[config.mk]
export PLATFORM = sky130hd
export DESIGN_NAME = jtframe_mist_upload_flat
export DESIGN_NICKNAME = d
export VERILOG_FILES = /design/src/rtl/jtframe_upload_pkg.sv /design/src/rtl/jtframe_mist_upload_if.sv /design/src/rtl/jtframe_spi_shifter.sv /design/src/rtl/jtframe_mist_upload.sv /design/src/flat_wrapper.sv
export SDC_FILE = /design/constraint.sdc
export NUM_CORES = 1
export LEC_CHECK = 0
export CAP_MARGIN = 20
export CORE_ASPECT_RATIO = 0.9
export CORE_MARGIN = 8
export CORE_UTILIZATION = 40
export DETAILED_ROUTE_END_ITERATION = 8
export PLACE_DENSITY = 0.73
export SYNTH_ARGS = -nofsm -noshare
export SYNTH_HDL_FRONTEND = slang
export SYNTH_SLANG_ARGS = --single-unit
[constraint.sdc]
create_clock -name clk_sys -period 3.2 [get_ports clk_sys]
set_input_delay 0.32 -clock clk_sys [delete_from_list [all_inputs] [get_ports clk_sys]]
set_output_delay 0.32 -clock clk_sys [all_outputs]
set_load 0.005 [all_outputs]
[src/rtl/jtframe_upload_pkg.sv]
// Shared constants and FSM state type for the MiST upload (FPGA -> ARM) path.
package jtframe_upload_pkg;

  localparam logic [7:0] UIO_UP_START = 8'h5A;
  localparam logic [7:0] UIO_UP_DAT   = 8'h5B;
  localparam logic [7:0] UIO_UP_END   = 8'h5C;

  typedef enum logic [1:0] {
    StCmd,
    StIdx,
    StDat,
    StSkip
  } upload_st_e;

endpackage

[src/rtl/jtframe_mist_upload_if.sv]
// ioctl-style read port used by the upload block to fetch game memory.
interface jtframe_mist_upload_if #(
  parameter int unsigned AW = 23
);
  logic [AW-1:0] ioctl_addr;
  logic          ioctl_rd;
  logic [7:0]    ioctl_din;

  modport master (
    output ioctl_addr,
    output ioctl_rd,
    input  ioctl_din
  );

  modport slave (
    input  ioctl_addr,
    input  ioctl_rd,
    output ioctl_din
  );
endinterface

[src/rtl/jtframe_spi_shifter.sv]
// SPI mode-0 slave datapath: input synchronisers, SCK edge detect, rx byte assembly and
// tx shifter that loads a new byte on the first SCK fall of each byte.
module jtframe_spi_shifter (
  input  logic       clk_sys,
  input  logic       rst_n,
  input  logic       i_sck,
  input  logic       i_ss_n,
  input  logic       i_di,
  input  logic       i_load_en,
  input  logic [7:0] i_load_data,
  output logic       o_ss_high,
  output logic       o_byte_done,
  output logic [7:0] o_byte,
  output logic       o_do
);

  logic       r_sck_meta, r_sck_sync, r_sck_last;
  logic       r_ss_meta, r_ss_sync;
  logic       r_di_meta, r_di_sync;
  logic [2:0] r_cnt;
  logic [6:0] r_rx;
  logic [7:0] r_tx;
  logic       w_rise, w_fall;

  // Select is reset to the deselected level so the FSM starts parked in StCmd.
  always_ff @(posedge clk_sys or negedge rst_n) begin
    if (!rst_n) begin
      r_sck_meta <= 1'b0;
      r_sck_sync <= 1'b0;
      r_sck_last <= 1'b0;
      r_ss_meta  <= 1'b1;
      r_ss_sync  <= 1'b1;
      r_di_meta  <= 1'b0;
      r_di_sync  <= 1'b0;
    end else begin
      r_sck_meta <= i_sck;
      r_sck_sync <= r_sck_meta;
      r_sck_last <= r_sck_sync;
      r_ss_meta  <= i_ss_n;
      r_ss_sync  <= r_ss_meta;
      r_di_meta  <= i_di;
      r_di_sync  <= r_di_meta;
    end
  end

  assign w_rise = r_sck_sync & ~r_sck_last & ~r_ss_sync;
  assign w_fall = ~r_sck_sync & r_sck_last & ~r_ss_sync;

  always_ff @(posedge clk_sys or negedge rst_n) begin
    if (!rst_n) begin
      r_cnt <= 3'd0;
      r_rx  <= 7'd0;
    end else if (r_ss_sync) begin
      r_cnt <= 3'd0;
    end else if (w_rise) begin
      r_cnt <= r_cnt + 3'd1;
      r_rx  <= {r_rx[5:0], r_di_sync};
    end
  end

  // A fall with the bit counter at zero is the first fall of a new byte.
  always_ff @(posedge clk_sys or negedge rst_n) begin
    if (!rst_n) begin
      r_tx <= 8'd0;
    end else if (w_fall) begin
      if (r_cnt == 3'd0) begin
        r_tx <= i_load_en ? i_load_data : 8'd0;
      end else begin
        r_tx <= {r_tx[6:0], 1'b0};
      end
    end
  end

  assign o_ss_high   = r_ss_sync;
  assign o_byte_done = w_rise & (r_cnt == 3'd7);
  assign o_byte      = {r_rx, r_di_sync};
  assign o_do        = r_tx[7];

endmodule

[src/rtl/jtframe_mist_upload.sv]
// Upload FSM: decodes ARM commands on SPI and streams game memory back on SPI_DO, prefetching
// each byte through the ioctl read port one byte ahead of the shifter.
module jtframe_mist_upload
  import jtframe_upload_pkg::*;
#(
  parameter int unsigned AW     = 23,
  parameter int unsigned RD_LAT = 2
) (
  input  logic                  clk_sys,
  input  logic                  rst_n,
  input  logic                  SPI_SCK,
  input  logic                  SPI_SS2,
  input  logic                  SPI_DI,
  output logic                  spi_do,
  output logic                  spi_do_oe,
  jtframe_mist_upload_if.master ioctl,
  output logic [7:0]            ioctl_index,
  output logic                  uploading
);

  upload_st_e    r_state, w_state_nx;
  logic          r_upl, w_upl_nx;
  logic [7:0]    r_idx, w_idx_nx;
  logic [AW-1:0] r_addr, w_addr_nx;
  logic          r_rd, w_start_rd;
  logic          r_pend;
  logic [2:0]    r_lat;
  logic [7:0]    r_buf;
  logic          w_ss_high, w_byte_done, w_do, w_load_en;
  logic [7:0]    w_byte;

  assign w_load_en = (r_state == StDat) & r_upl;

  jtframe_spi_shifter u_shifter (
    .clk_sys     (clk_sys),
    .rst_n       (rst_n),
    .i_sck       (SPI_SCK),
    .i_ss_n      (SPI_SS2),
    .i_di        (SPI_DI),
    .i_load_en   (w_load_en),
    .i_load_data (r_buf),
    .o_ss_high   (w_ss_high),
    .o_byte_done (w_byte_done),
    .o_byte      (w_byte),
    .o_do        (w_do)
  );

  always_ff @(posedge clk_sys or negedge rst_n) begin
    if (!rst_n) begin
      r_state <= StCmd;
      r_upl   <= 1'b0;
      r_idx   <= 8'd0;
      r_addr  <= '0;
      r_rd    <= 1'b0;
    end else begin
      r_state <= w_state_nx;
      r_upl   <= w_upl_nx;
      r_idx   <= w_idx_nx;
      r_addr  <= w_addr_nx;
      r_rd    <= w_start_rd;
    end
  end

  always_comb begin
    w_state_nx = r_state;
    w_upl_nx   = r_upl;
    w_idx_nx   = r_idx;
    w_addr_nx  = r_addr;
    w_start_rd = 1'b0;
    if (w_ss_high) begin
      w_state_nx = StCmd;
    end else if (w_byte_done) begin
      case (r_state)
        StCmd: begin
          case (w_byte)
            UIO_UP_START: w_state_nx = StIdx;
            UIO_UP_DAT:   w_state_nx = StDat;
            UIO_UP_END: begin
              w_upl_nx   = 1'b0;
              w_state_nx = StSkip;
            end
            default:      w_state_nx = StSkip;
          endcase
        end
        StIdx: begin
          w_idx_nx   = w_byte;
          w_addr_nx  = '0;
          w_upl_nx   = 1'b1;
          w_start_rd = 1'b1;
          w_state_nx = StSkip;
        end
        StDat: begin
          if (r_upl) begin
            w_addr_nx  = r_addr + AW'(1);
            w_start_rd = 1'b1;
          end
        end
        default: w_state_nx = StSkip;
      endcase
    end
  end

  // Latency counter runs independently of SS2 so a read in flight at frame end still lands.
  always_ff @(posedge clk_sys or negedge rst_n) begin
    if (!rst_n) begin
      r_pend <= 1'b0;
      r_lat  <= 3'd0;
      r_buf  <= 8'd0;
    end else if (w_start_rd) begin
      r_pend <= 1'b1;
      r_lat  <= 3'(RD_LAT);
    end else if (r_pend) begin
      if (r_lat == 3'd0) begin
        r_buf  <= ioctl.ioctl_din;
        r_pend <= 1'b0;
      end else begin
        r_lat <= r_lat - 3'd1;
      end
    end
  end

  assign spi_do_oe        = w_load_en;
  assign spi_do           = w_do & w_load_en;
  assign ioctl.ioctl_addr = r_addr;
  assign ioctl.ioctl_rd   = r_rd;
  assign ioctl_index      = r_idx;
  assign uploading        = r_upl;

endmodule

[src/flat_wrapper.sv]
// flat-port wrapper written by rule: the top's interface ports become plain ports
module jtframe_mist_upload_flat import jtframe_upload_pkg::*;
#(
  parameter int unsigned AW     = 23,
  parameter int unsigned RD_LAT = 2
)
  (clk_sys, rst_n, SPI_SCK, SPI_SS2, SPI_DI, spi_do, spi_do_oe, ioctl_index, uploading, ioctl_ioctl_addr, ioctl_ioctl_rd, ioctl_ioctl_din);
  jtframe_mist_upload_if #(.AW(AW)) ioctl_i ();
  input  logic clk_sys;
  input  logic rst_n;
  input  logic SPI_SCK;
  input  logic SPI_SS2;
  input  logic SPI_DI;
  output logic spi_do;
  output logic spi_do_oe;
  output logic [7:0] ioctl_index;
  output logic uploading;
  output wire logic [$bits(ioctl_i.ioctl_addr)-1:0] ioctl_ioctl_addr;
  output wire logic [$bits(ioctl_i.ioctl_rd)-1:0] ioctl_ioctl_rd;
  input wire logic [$bits(ioctl_i.ioctl_din)-1:0] ioctl_ioctl_din;
  assign ioctl_ioctl_addr = ioctl_i.ioctl_addr;
  assign ioctl_ioctl_rd = ioctl_i.ioctl_rd;
  assign ioctl_i.ioctl_din = ioctl_ioctl_din;
  jtframe_mist_upload #(.AW(AW), .RD_LAT(RD_LAT)) u_core (.clk_sys(clk_sys), .rst_n(rst_n), .SPI_SCK(SPI_SCK), .SPI_SS2(SPI_SS2), .SPI_DI(SPI_DI), .spi_do(spi_do), .spi_do_oe(spi_do_oe), .ioctl(ioctl_i), .ioctl_index(ioctl_index), .uploading(uploading));
endmodule
== Yosys cells after proc, flatten, opt, wreduce, memory -nomap -nowiden ==
Index checks and enable logic that the tools add are counted.

* Register bits after elaboration: 72
* Latch bits: 0
* Bits in writable memories: 0
* ROM bits: 0
* Input port bits: 13
* Output and inout bits: 35
* Logic and storage cells: 79
* Memories: 0

* $add $sub $neg: 3
* $mul: 0
* Div/mod/pow operators: 0
* Magnitude comparators: 0
* Equality and inequality tests: 10
* Shift-type cells: 0
* Muxes and demuxes: 22
* Bitwise operators: 11
* Reduce and logical (&&, ||, !) cells: 15

{| class="wikitable"
|+ Operator list
! operator !! number
|-
| 23-bit case mux with 2 select lines || 1
|-
| 8-bit by 7-bit equality test with 1-bit output, second input constant || 3
|-
| 23-bit by 1-bit adder with 23-bit output, second input constant || 1
|-
| 23-bit two-way mux || 1
|-
| 8-bit two-way mux || 2
|-
| 3-bit two-way mux || 5
|-
| 2-bit nonzero test || 5
|-
| 2-bit case mux with 2 select lines || 2
|-
| 4-bit AND reduction || 2
|-
| 1-bit AND || 7
|-
| 1-bit two-way mux || 7
|-
| 3-bit zero test || 2
|-
| 2-bit AND reduction || 3
|-
| 3-bit AND reduction || 2
|-
| 2-bit two-way mux || 2
|-
| 2-bit by 1-bit inequality test with 1-bit output, second input constant || 2
|-
| 2-bit inequality test, second input constant || 2
|-
| 1-bit NOT || 4
|-
| 1-bit case mux with 2 select lines || 2
|-
| 3-bit by 1-bit adder with 3-bit output, second input constant || 1
|-
| 3-bit equality test, second input constant || 1
|-
| 3-bit by 1-bit subtractor with 3-bit output, second input constant || 1
|-
| 2-bit by 1-bit equality test with 1-bit output, second input constant || 1
|-
| 2-bit equality test, second input constant || 1
|-
| 2-bit zero test || 1
|}

== Logic depth before layout (Yosys ltp) ==
Gate-level depths: netlist (run 1).

* Word-level depth: 8
* Depth in mapped cells: 8
* Mapped depth without buffers: 6

== Cells and area by module ==
A second synthesis (run 1) with hierarchy kept.

* Cell total of the unflattened synthesis: 296
* Area, all modules: 3395.8 um2

{| class="wikitable"
|+ Modules (own cells, without submodules)
! module !! times used !! cells an instance !! area an instance (um2) !! seq. area each (um2)
|-
| jtframe_mist_upload || 1 || 211 || 2346.0 || 1176.1
|-
| jtframe_spi_shifter || 1 || 85 || 1049.8 || 628.1
|}

== Worst setup path after synthesis (run 1) ==
OpenSTA, ideal clock, no wires.

* Kind: reg-to-reg
* Start point: register u_core.u_shifter.r_cnt[0]
* End point: register u_core.r_buf[0]
* Library setup time: 0.125 ns
* Arrival: 1.900 ns
* Required time: 3.075 ns
* Setup slack: 1.175 ns
* Cell stages (with the launch flop): 8
* Path buffers: 1
* Clock period less this slack: 2.025 ns
* Cells stage by stage: dfrtp_1 -> ha_1 -> ha_1 -> and4bb_4 -> o211ai_1 -> and4b_1 -> buf_2 -> mux2_2

* Longest elaborated chain between the ends: 6

{| class="wikitable"
|+ RTL lines
! what !! RTL line !! text
|-
| from (decl) || jtframe_spi_shifter.sv:20 || <nowiki>logic [2:0] r_cnt;</nowiki>
|-
| from (signal assigned) || jtframe_spi_shifter.sv:56 || <nowiki>r_cnt <= r_cnt + 3'd1;</nowiki>
|-
| 3-bit equality test || jtframe_spi_shifter.sv:75 || <nowiki>assign o_byte_done = w_rise & (r_cnt == 3'd7);</nowiki>
|-
| 1-bit AND || jtframe_spi_shifter.sv:75 ||
|-
| 1-bit two-way mux || jtframe_mist_upload.sv:72 || <nowiki>end else if (w_byte_done) begin</nowiki>
|-
| 1-bit two-way mux || jtframe_mist_upload.sv:70 || <nowiki>if (w_ss_high) begin</nowiki>
|-
| 1-bit NOT (no line) || - ||
|-
| 3-bit AND reduction (no line) || - ||
|-
| to (signal assigned) || jtframe_mist_upload.sv:114 || <nowiki>r_buf <= ioctl.ioctl_din;</nowiki>
|-
| to (decl) || jtframe_mist_upload.sv:28 || <nowiki>logic [7:0] r_buf;</nowiki>
|}

Every way passes these cells.
A chain may end at the register's enable or synchronous reset.

== Worst setup path in the final report (run 1) ==
* Start point: register u_core.u_shifter.r_cnt[0]
* End point: register u_core.r_buf[5]

The elaborated chain is that of the path after synthesis.

==> impl_metrics.yaml, run 1 <==
global_route:
  track_usage: 0.1278
  grt_pass1_vias: 2454
  grt_pass1_wl_mm: 11.89
  grt_antenna_before_repair: 0
  gr-total-overflow: 0
  grt_max_degree: 33
power:
  pwr-share-seq: 0.531
  switchingPower_w: 0.0004418
  p_int_w: 0.001476
  vdd_drop_max_mv: 0.2604
  power_density_nw_per_um2: 462.3
  fin_total_pwr_w: 0.001918
  power.share.switching: 0.2304
  power.leakage_nw: 1.761
  clock_power_share: 0.409
  p_comb_frac: 0.061
floorplanning:
  core_area_sq_um: 8107
  fp.dieW_microns: 112.7
  initial_core_util: 0.4152
  die_h_microns: 103.0
  die_area_sq_um: 11610
  fp-row-count: 31
  io_pins: 48
timing:
  post-route-period-util: 0.7231
  setup_tns_ps: 0
  slew_headroom: 0.4287
  worst_pin_slew_ps: 850.4
  clock_skew_ps: 9.777
  report.final.slew_viol_count: 0
  fmax_mhz: 432.2
  min_period_ps: 2314
  hold_viol: 0
  rsz0062_at_grt: "false"
  setup_viol: 0
  fin_hold_ws_ps: 351.9
routing:
  dr_wl_met3_microns: 433
  avgViaCountPerCell: 5.577
  vias: 2521
  wl_met2_mm: 3.307
  wl_per_cell_microns: 15.34
  wl_met1_mm: 3.054
  routed_wl_mm: 6.935
  dr.pass1.iters: 4
  drtIter0Drc: 111
  drc: 0
  final_antenna_net_count: 0
  top_layer_used: "met4"
worst_setup_path:
  rr_worst_depth: 6
  crit_top_cell: "ha_1"
  startpoint_type: "register"
  path_max_fanout: 13
  max_stage_delay_ps: 490
  path_buf_inv: 0
  crit_arrival_ps: 2550
  timing.rr.start: "u_core.u_shifter.r_cnt[0]"
  ff2ff_setup_slack_ps: 890
  crit_family: "simple AND/OR/NAND/NOR gates"
  endpoint: "u_core.r_buf[5]"
  critPathCaptureType: "register"
  worstReg2RegEnd: "u_core.r_buf[5]"
  crit_type: "register to register"
  cp.required_ps: 3430
  crit_start: "u_core.u_shifter.r_cnt[0]"
  path_cells: "ha_1 -> ha_1 -> and4bb_4 -> o211ai_1 -> and4b_1 -> mux2_2"
  path_depth: 6
  slowest_stage: "and4b_1"
logic_synthesis:
  syn_inst: 296
  synth_top_flop_cell: "dfrtp_1"
  yosysUniqueCellTypes: 47
  synth-async-reset-ratio: 1.000
  synthesis.nets: 318
  synth_edf_count: 0
  synth-seq-cells: 72
  yosysWarnings: 0
  yosysSeqAreaShare: 0.5361
  syn_area_sq_um: 3366
  avgSynthCellArea_sq_um: 11.37
run_status:
  run_status: "finished clean"
final_layout:
  drive_gt1_frac: 0.1445
  multiInputGateArea_sq_um: 1440
  diodes: 0
  fin_util: 0.5118
  synthToLayoutAreaGrowth_pct: 23.27
  regArea_sq_um: 1804
  stdcell_count: 452
  fill_cells: 729
  layout.nets: 370
hold_path:
  hold_path_class: "register to register"
clock_network:
  cts_max_level: 3
  clock-root-buffer: "clkbuf_8"
  cts_made_buffers: 9
  cts.sinks: 72
  cts_tree: "yes"
  postCtsSetupBuffers: 0
  path_clk_slew_ps: 80
  worstSkewPairLatency_ps: 350
  cts_buffer_depth: 2
flow_run:
  maxCapViolCount: 0
place:
  dpl.hpwl_mm: 5.033
  place.gp.congestion: 0.7769
  port_buffers: 47
  dp_cells: 435
-- power by group through the flow --
| stage | Clock [W] | Combinational, W | Sequential, W |
|---|---|---|---|
| floorplan | 0 | 0.0000768 | 0.00102 |
| CTS | 0.000810 | 0.000120 | 0.00102 |
| global route | 0.000848 | 0.000131 | 0.00103 |
| detailed placement | 0 | 0.000118 | 0.00104 |
| finish | 0.000784 | 0.000116 | 0.00102 |
| global placement | 0 | 0.000114 | 0.00103 |
-- cell usage in the layout (no fill, tap or decap), types with 10 or more instances in the layout --
cell,count
mux2_2,23
clkdlybuf4s50_1,46
nand2_1,18
nor2_1,22
dfrtp_1,70
inv_1,17
a21oi_1,21
nand4_1,10
-- through the flow --
| stage | cell area (sq um) | setup WS [ps] |
|---|---|---|
| after global placement | 3920 | 960.9 |
| after floorplan | 3366 | 1175 |
| after CTS | 4149 | 876.8 |
| after global routing | 4149 | 759.7 |
| after detailed placement | 3920 | 892.1 |
| final | 4149 | 886.0 |
-- flip-flops by register name, summed over array words and instances (netlist names), 2 cells and up --
| register | flops |
|---|---|
| u_core.u_shifter.r_cnt | 3 |
| u_core.u_shifter.r_tx | 8 |
| u_core.ioctl_index | 8 |
| u_core.u_shifter.r_rx | 7 |
| u_core.r_state | 2 |
| u_core.r_lat | 3 |
| u_core.ioctl.ioctl_addr | 23 |
| u_core.r_buf | 8 |
-- what timing repair did --
item | 4_1_cts | 5_1_grt
resized for setup | 0 | 0
hold buffers | 1 | 0
endpoints found under the hold margin | 11 | 0
-- per-layer routing --
metal  track usage  vias to the layer above
li1              -                     1189
met1        0.1538                     1259
met2        0.2063                       62
met3       0.04567                       11
met4       0.05072                        0
met5             0                        -
-- synthesized netlist by cell type, types with 5 or more instances --
| cell | number | area share |
|---|---|---|
| o31ai_1 | 9 | 0.020 |
| or4_1 | 9 | 0.020 |
| nand2_1 | 18 | 0.020 |
| xor2_1 | 5 | 0.013 |
| ha_1 | 9 | 0.033 |
| mux2_2 | 23 | 0.077 |
| nand4_1 | 10 | 0.019 |
| inv_1 | 17 | 0.019 |
| dfrtp_1 | 70 | 0.52 |
| o21ai_0 | 5 | 0.0074 |
| nand3_1 | 9 | 0.013 |
| a21oi_1 | 21 | 0.031 |
| a22oi_1 | 7 | 0.016 |
| nor2_1 | 22 | 0.025 |
-- final cells by class --
class                      count  area share
timing repair buffer          51      0.1200
sequential                    72      0.4349
multi-input combinational    197      0.3471
clock inverter                 6     0.02201
tap                           99     0.02986
inverter                      17     0.01538
clock buffer                  10     0.03076
-- worst min-delay path by stage --
stage / start / slack (ps) / endpoint / depth (start not counted)
3_3_place_gp: rst_n / 220 / u_core.ioctl.ioctl_addr[12] / 1
5_1_grt: SPI_SS2 / 360 / u_core.u_shifter.r_ss_meta / 1
4_1_cts: SPI_SS2 / 350 / u_core.u_shifter.r_ss_meta / 1
2_1_floorplan: rst_n / 20 / u_core.ioctl.ioctl_addr[0] / 0
6_report: u_core.u_shifter.r_di_meta / 350 / u_core.u_shifter.r_di_sync / 0
3_5_place_dp: rst_n / 220 / u_core.ioctl.ioctl_addr[12] / 1
-- cell families (layout without fill, tap and decap cells) --
kind of cell,count (synthesis),after routing,share of synthesized area
muxes,27,27,0.08885
xor gates and xnor gates,9,9,0.02342
AOI/OAI and AO/OA,51,51,0.09703
adders and majority gates,9,9,0.03346
buffers and inverters,27,84,0.03606
and+or+nand+nor,101,101,0.1851
DFF,72,72,0.5361
Note: power is estimated with default switching activity, not from simulation.
==> inputs of run 2 (changes only) <==
==> constraint.sdc (replaced) <==
create_clock -name clk_sys -period 2.4 [get_ports clk_sys]
set_input_delay 0.24 -clock clk_sys [delete_from_list [all_inputs] [get_ports clk_sys]]
set_output_delay 0.24 -clock clk_sys [all_outputs]
set_load 0.005 [all_outputs]
==> run 2 against run 1 <==
  * Worst hold slack worse by 59 ps
  * Worst setup slack worse by 740 ps
  * Wire length up 1.6%
  * Register-to-register slack worse by 740 ps
  * Clock skew about the same
  * Global-route usage up 0.46 points
  * Maximum frequency up 2.5%
==> impl_metrics.yaml, run 2 (same netlist as run 1, synthesis figures left out) <==
run_status:
  run_status: "finished clean"
clock_network:
  cts.sinks: 72
  cts_resized: 0
  cts_buffer_depth: 2
  worstSkewPairLatency_ps: 360
  cts_made_buffers: 9
  clock-root-buffer: "clkbuf_8"
  path_clk_slew_ps: 80
  postCtsSetupBuffers: 0
  hold_buffers: 1
  cts_max_level: 3
  cts_tree: "yes"
timing:
  fin_hold_ws_ps: 293.1
  worst_pin_slew_ps: 702.5
  rsz0062_at_grt: "false"
  clock_skew_ps: 10.15
  setup_viol: 0
  min_period_ps: 2256
  hold_viol: 0
  report.final.slew_viol_count: 0
  slew_headroom: 0.5317
  fin_ws_ps: 143.5
  setup_tns_ps: 0
  post-route-period-util: 0.9402
  fmax_mhz: 443.2
power:
  power.share.switching: 0.2414
  clock_power_share: 0.392
  power_density_nw_per_um2: 597.3
  p_int_w: 0.001893
  switchingPower_w: 0.0006024
  p_comb_frac: 0.064
  vdd_drop_max_mv: 0.4278
  fin_total_pwr_w: 0.002495
  power.leakage_nw: 1.787
  pwr-share-seq: 0.544
worst_setup_path:
  worstReg2RegEnd: "u_core.r_buf[0]"
  cp.required_ps: 2640
  startpoint_type: "register"
  crit_arrival_ps: 2500
  crit_type: "register to register"
  ff2ff_setup_slack_ps: 140
  rr_worst_depth: 6
  timing.rr.start: "u_core.u_shifter.r_cnt[0]"
  path_max_fanout: 8
  critPathCaptureType: "register"
global_route:
  track_usage: 0.1324
  gr-total-overflow: 0
  grt_pass1_wl_mm: 12.14
  grt_antenna_before_repair: 0
  grt_max_degree: 33
  grt_pass1_vias: 2573
final_layout:
  layout.nets: 374
  final_common_cell: "dfrtp_1"
  diodes: 0
  final_cell_mix: "70 x dfrtp_1, 46 x clkdlybuf4s50_1, 23 x mux2_2, 22 x nor2_1, 21 x a21oi_1"
  synthToLayoutAreaGrowth_pct: 24.13
  fill_cells: 714
  largest_reg_flops: 23
  stdcell_count: 456
  drive_gt1_frac: 0.1569
flow_run:
  maxCapViolCount: 0
hold_path:
  hold_depth: 1
  min_to: "u_core.u_shifter.r_ss_meta"
  hold_path_class: "input pin to register"
  hold_path.startpoint: "SPI_SS2"
floorplanning:
  core_area_sq_um: 8107
  fp.dieW_microns: 112.7
  fp-row-count: 31
  die_area_sq_um: 11610
  die_h_microns: 103.0
  io_pins: 48
  initial_core_util: 0.4152
routing:
  final_antenna_net_count: 0
  routed_wl_mm: 7.046
  avgViaCountPerCell: 5.425
  vias: 2474
  dr.pass1.iters: 4
  drtIter0Drc: 75
  drc: 0
  wl_per_cell_microns: 15.45
place:
  port_buffers: 47
  dpl.hpwl_mm: 5.162
  pre_cts_ws_ps: 130.3
  dp_cells: 439
  place.gp.congestion: 0.7886
## run 2: per-layer routing
metal / GRT usage / part of all wire
met2: 0.2178 / 0.48
met4: 0.06729 / 0.021
met3: 0.05152 / 0.059
met5: 0 / 0
met1: 0.1485 / 0.44
## run 2: through the flow
stage          utilization  area [sq um]
2_1_floorplan            -          3366
3_3_place_gp        0.4888          3963
3_5_place_dp        0.4888          3963
4_1_cts             0.5154          4178
5_1_grt             0.5154          4178
6_report            0.5154          4178
## run 2: final cells by class
cell class | instances | area [sq um] | share of cell area
Sequential cell | 72 | 1804 | 0.4319
Timing Repair Buffer | 55 | 540.5 | 0.1294
Clock inverter | 6 | 67.56 | 0.01617
Tap cell | 99 | 123.9 | 0.02965
Inverter | 17 | 63.81 | 0.01527
Multi-Input combinational cell | 197 | 1440 | 0.3447
Clock buffer | 10 | 137.6 | 0.03294
## run 2: worst max-delay path by stage
| stage | end | cells after the start | startpoint | slack, ps |
|---|---|---|---|---|
| final | u_core.r_buf[0] | 6 | u_core.u_shifter.r_cnt[0] | 140 |
| after global routing | u_core.r_buf[7] | 6 | u_core.r_state[0] | 6 |
| after CTS | u_core.r_buf[0] | 6 | u_core.u_shifter.r_cnt[0] | 120 |
| after detailed placement | u_core.r_buf[6] | 6 | u_core.u_shifter.r_cnt[0] | 130 |
| after global placement | u_core.r_buf[6] | 6 | u_core.u_shifter.r_cnt[0] | 190 |
| after floorplan | u_core.r_buf[0] | 7 | u_core.u_shifter.r_cnt[0] | 380 |
## run 2: power by group through the flow
stage / Clock [W] / Sequential, W / Combinational (W)
after floorplan: 0 / 0.00136 / 0.000102
after global placement: 0 / 0.00138 / 0.000155
after detailed placement: 0 / 0.00138 / 0.000162
after CTS: 0.00102 / 0.00136 / 0.000165
after global routing: 0.00107 / 0.00137 / 0.000180
final: 0.000978 / 0.00136 / 0.000160
## run 2: critical path: stages (launching register included)
cell      delay, ps
dfrtp_1         420
ha_1            210
ha_1            230
and4bb_4        260
o211ai_1        170
and4b_1         480
mux2_2          380
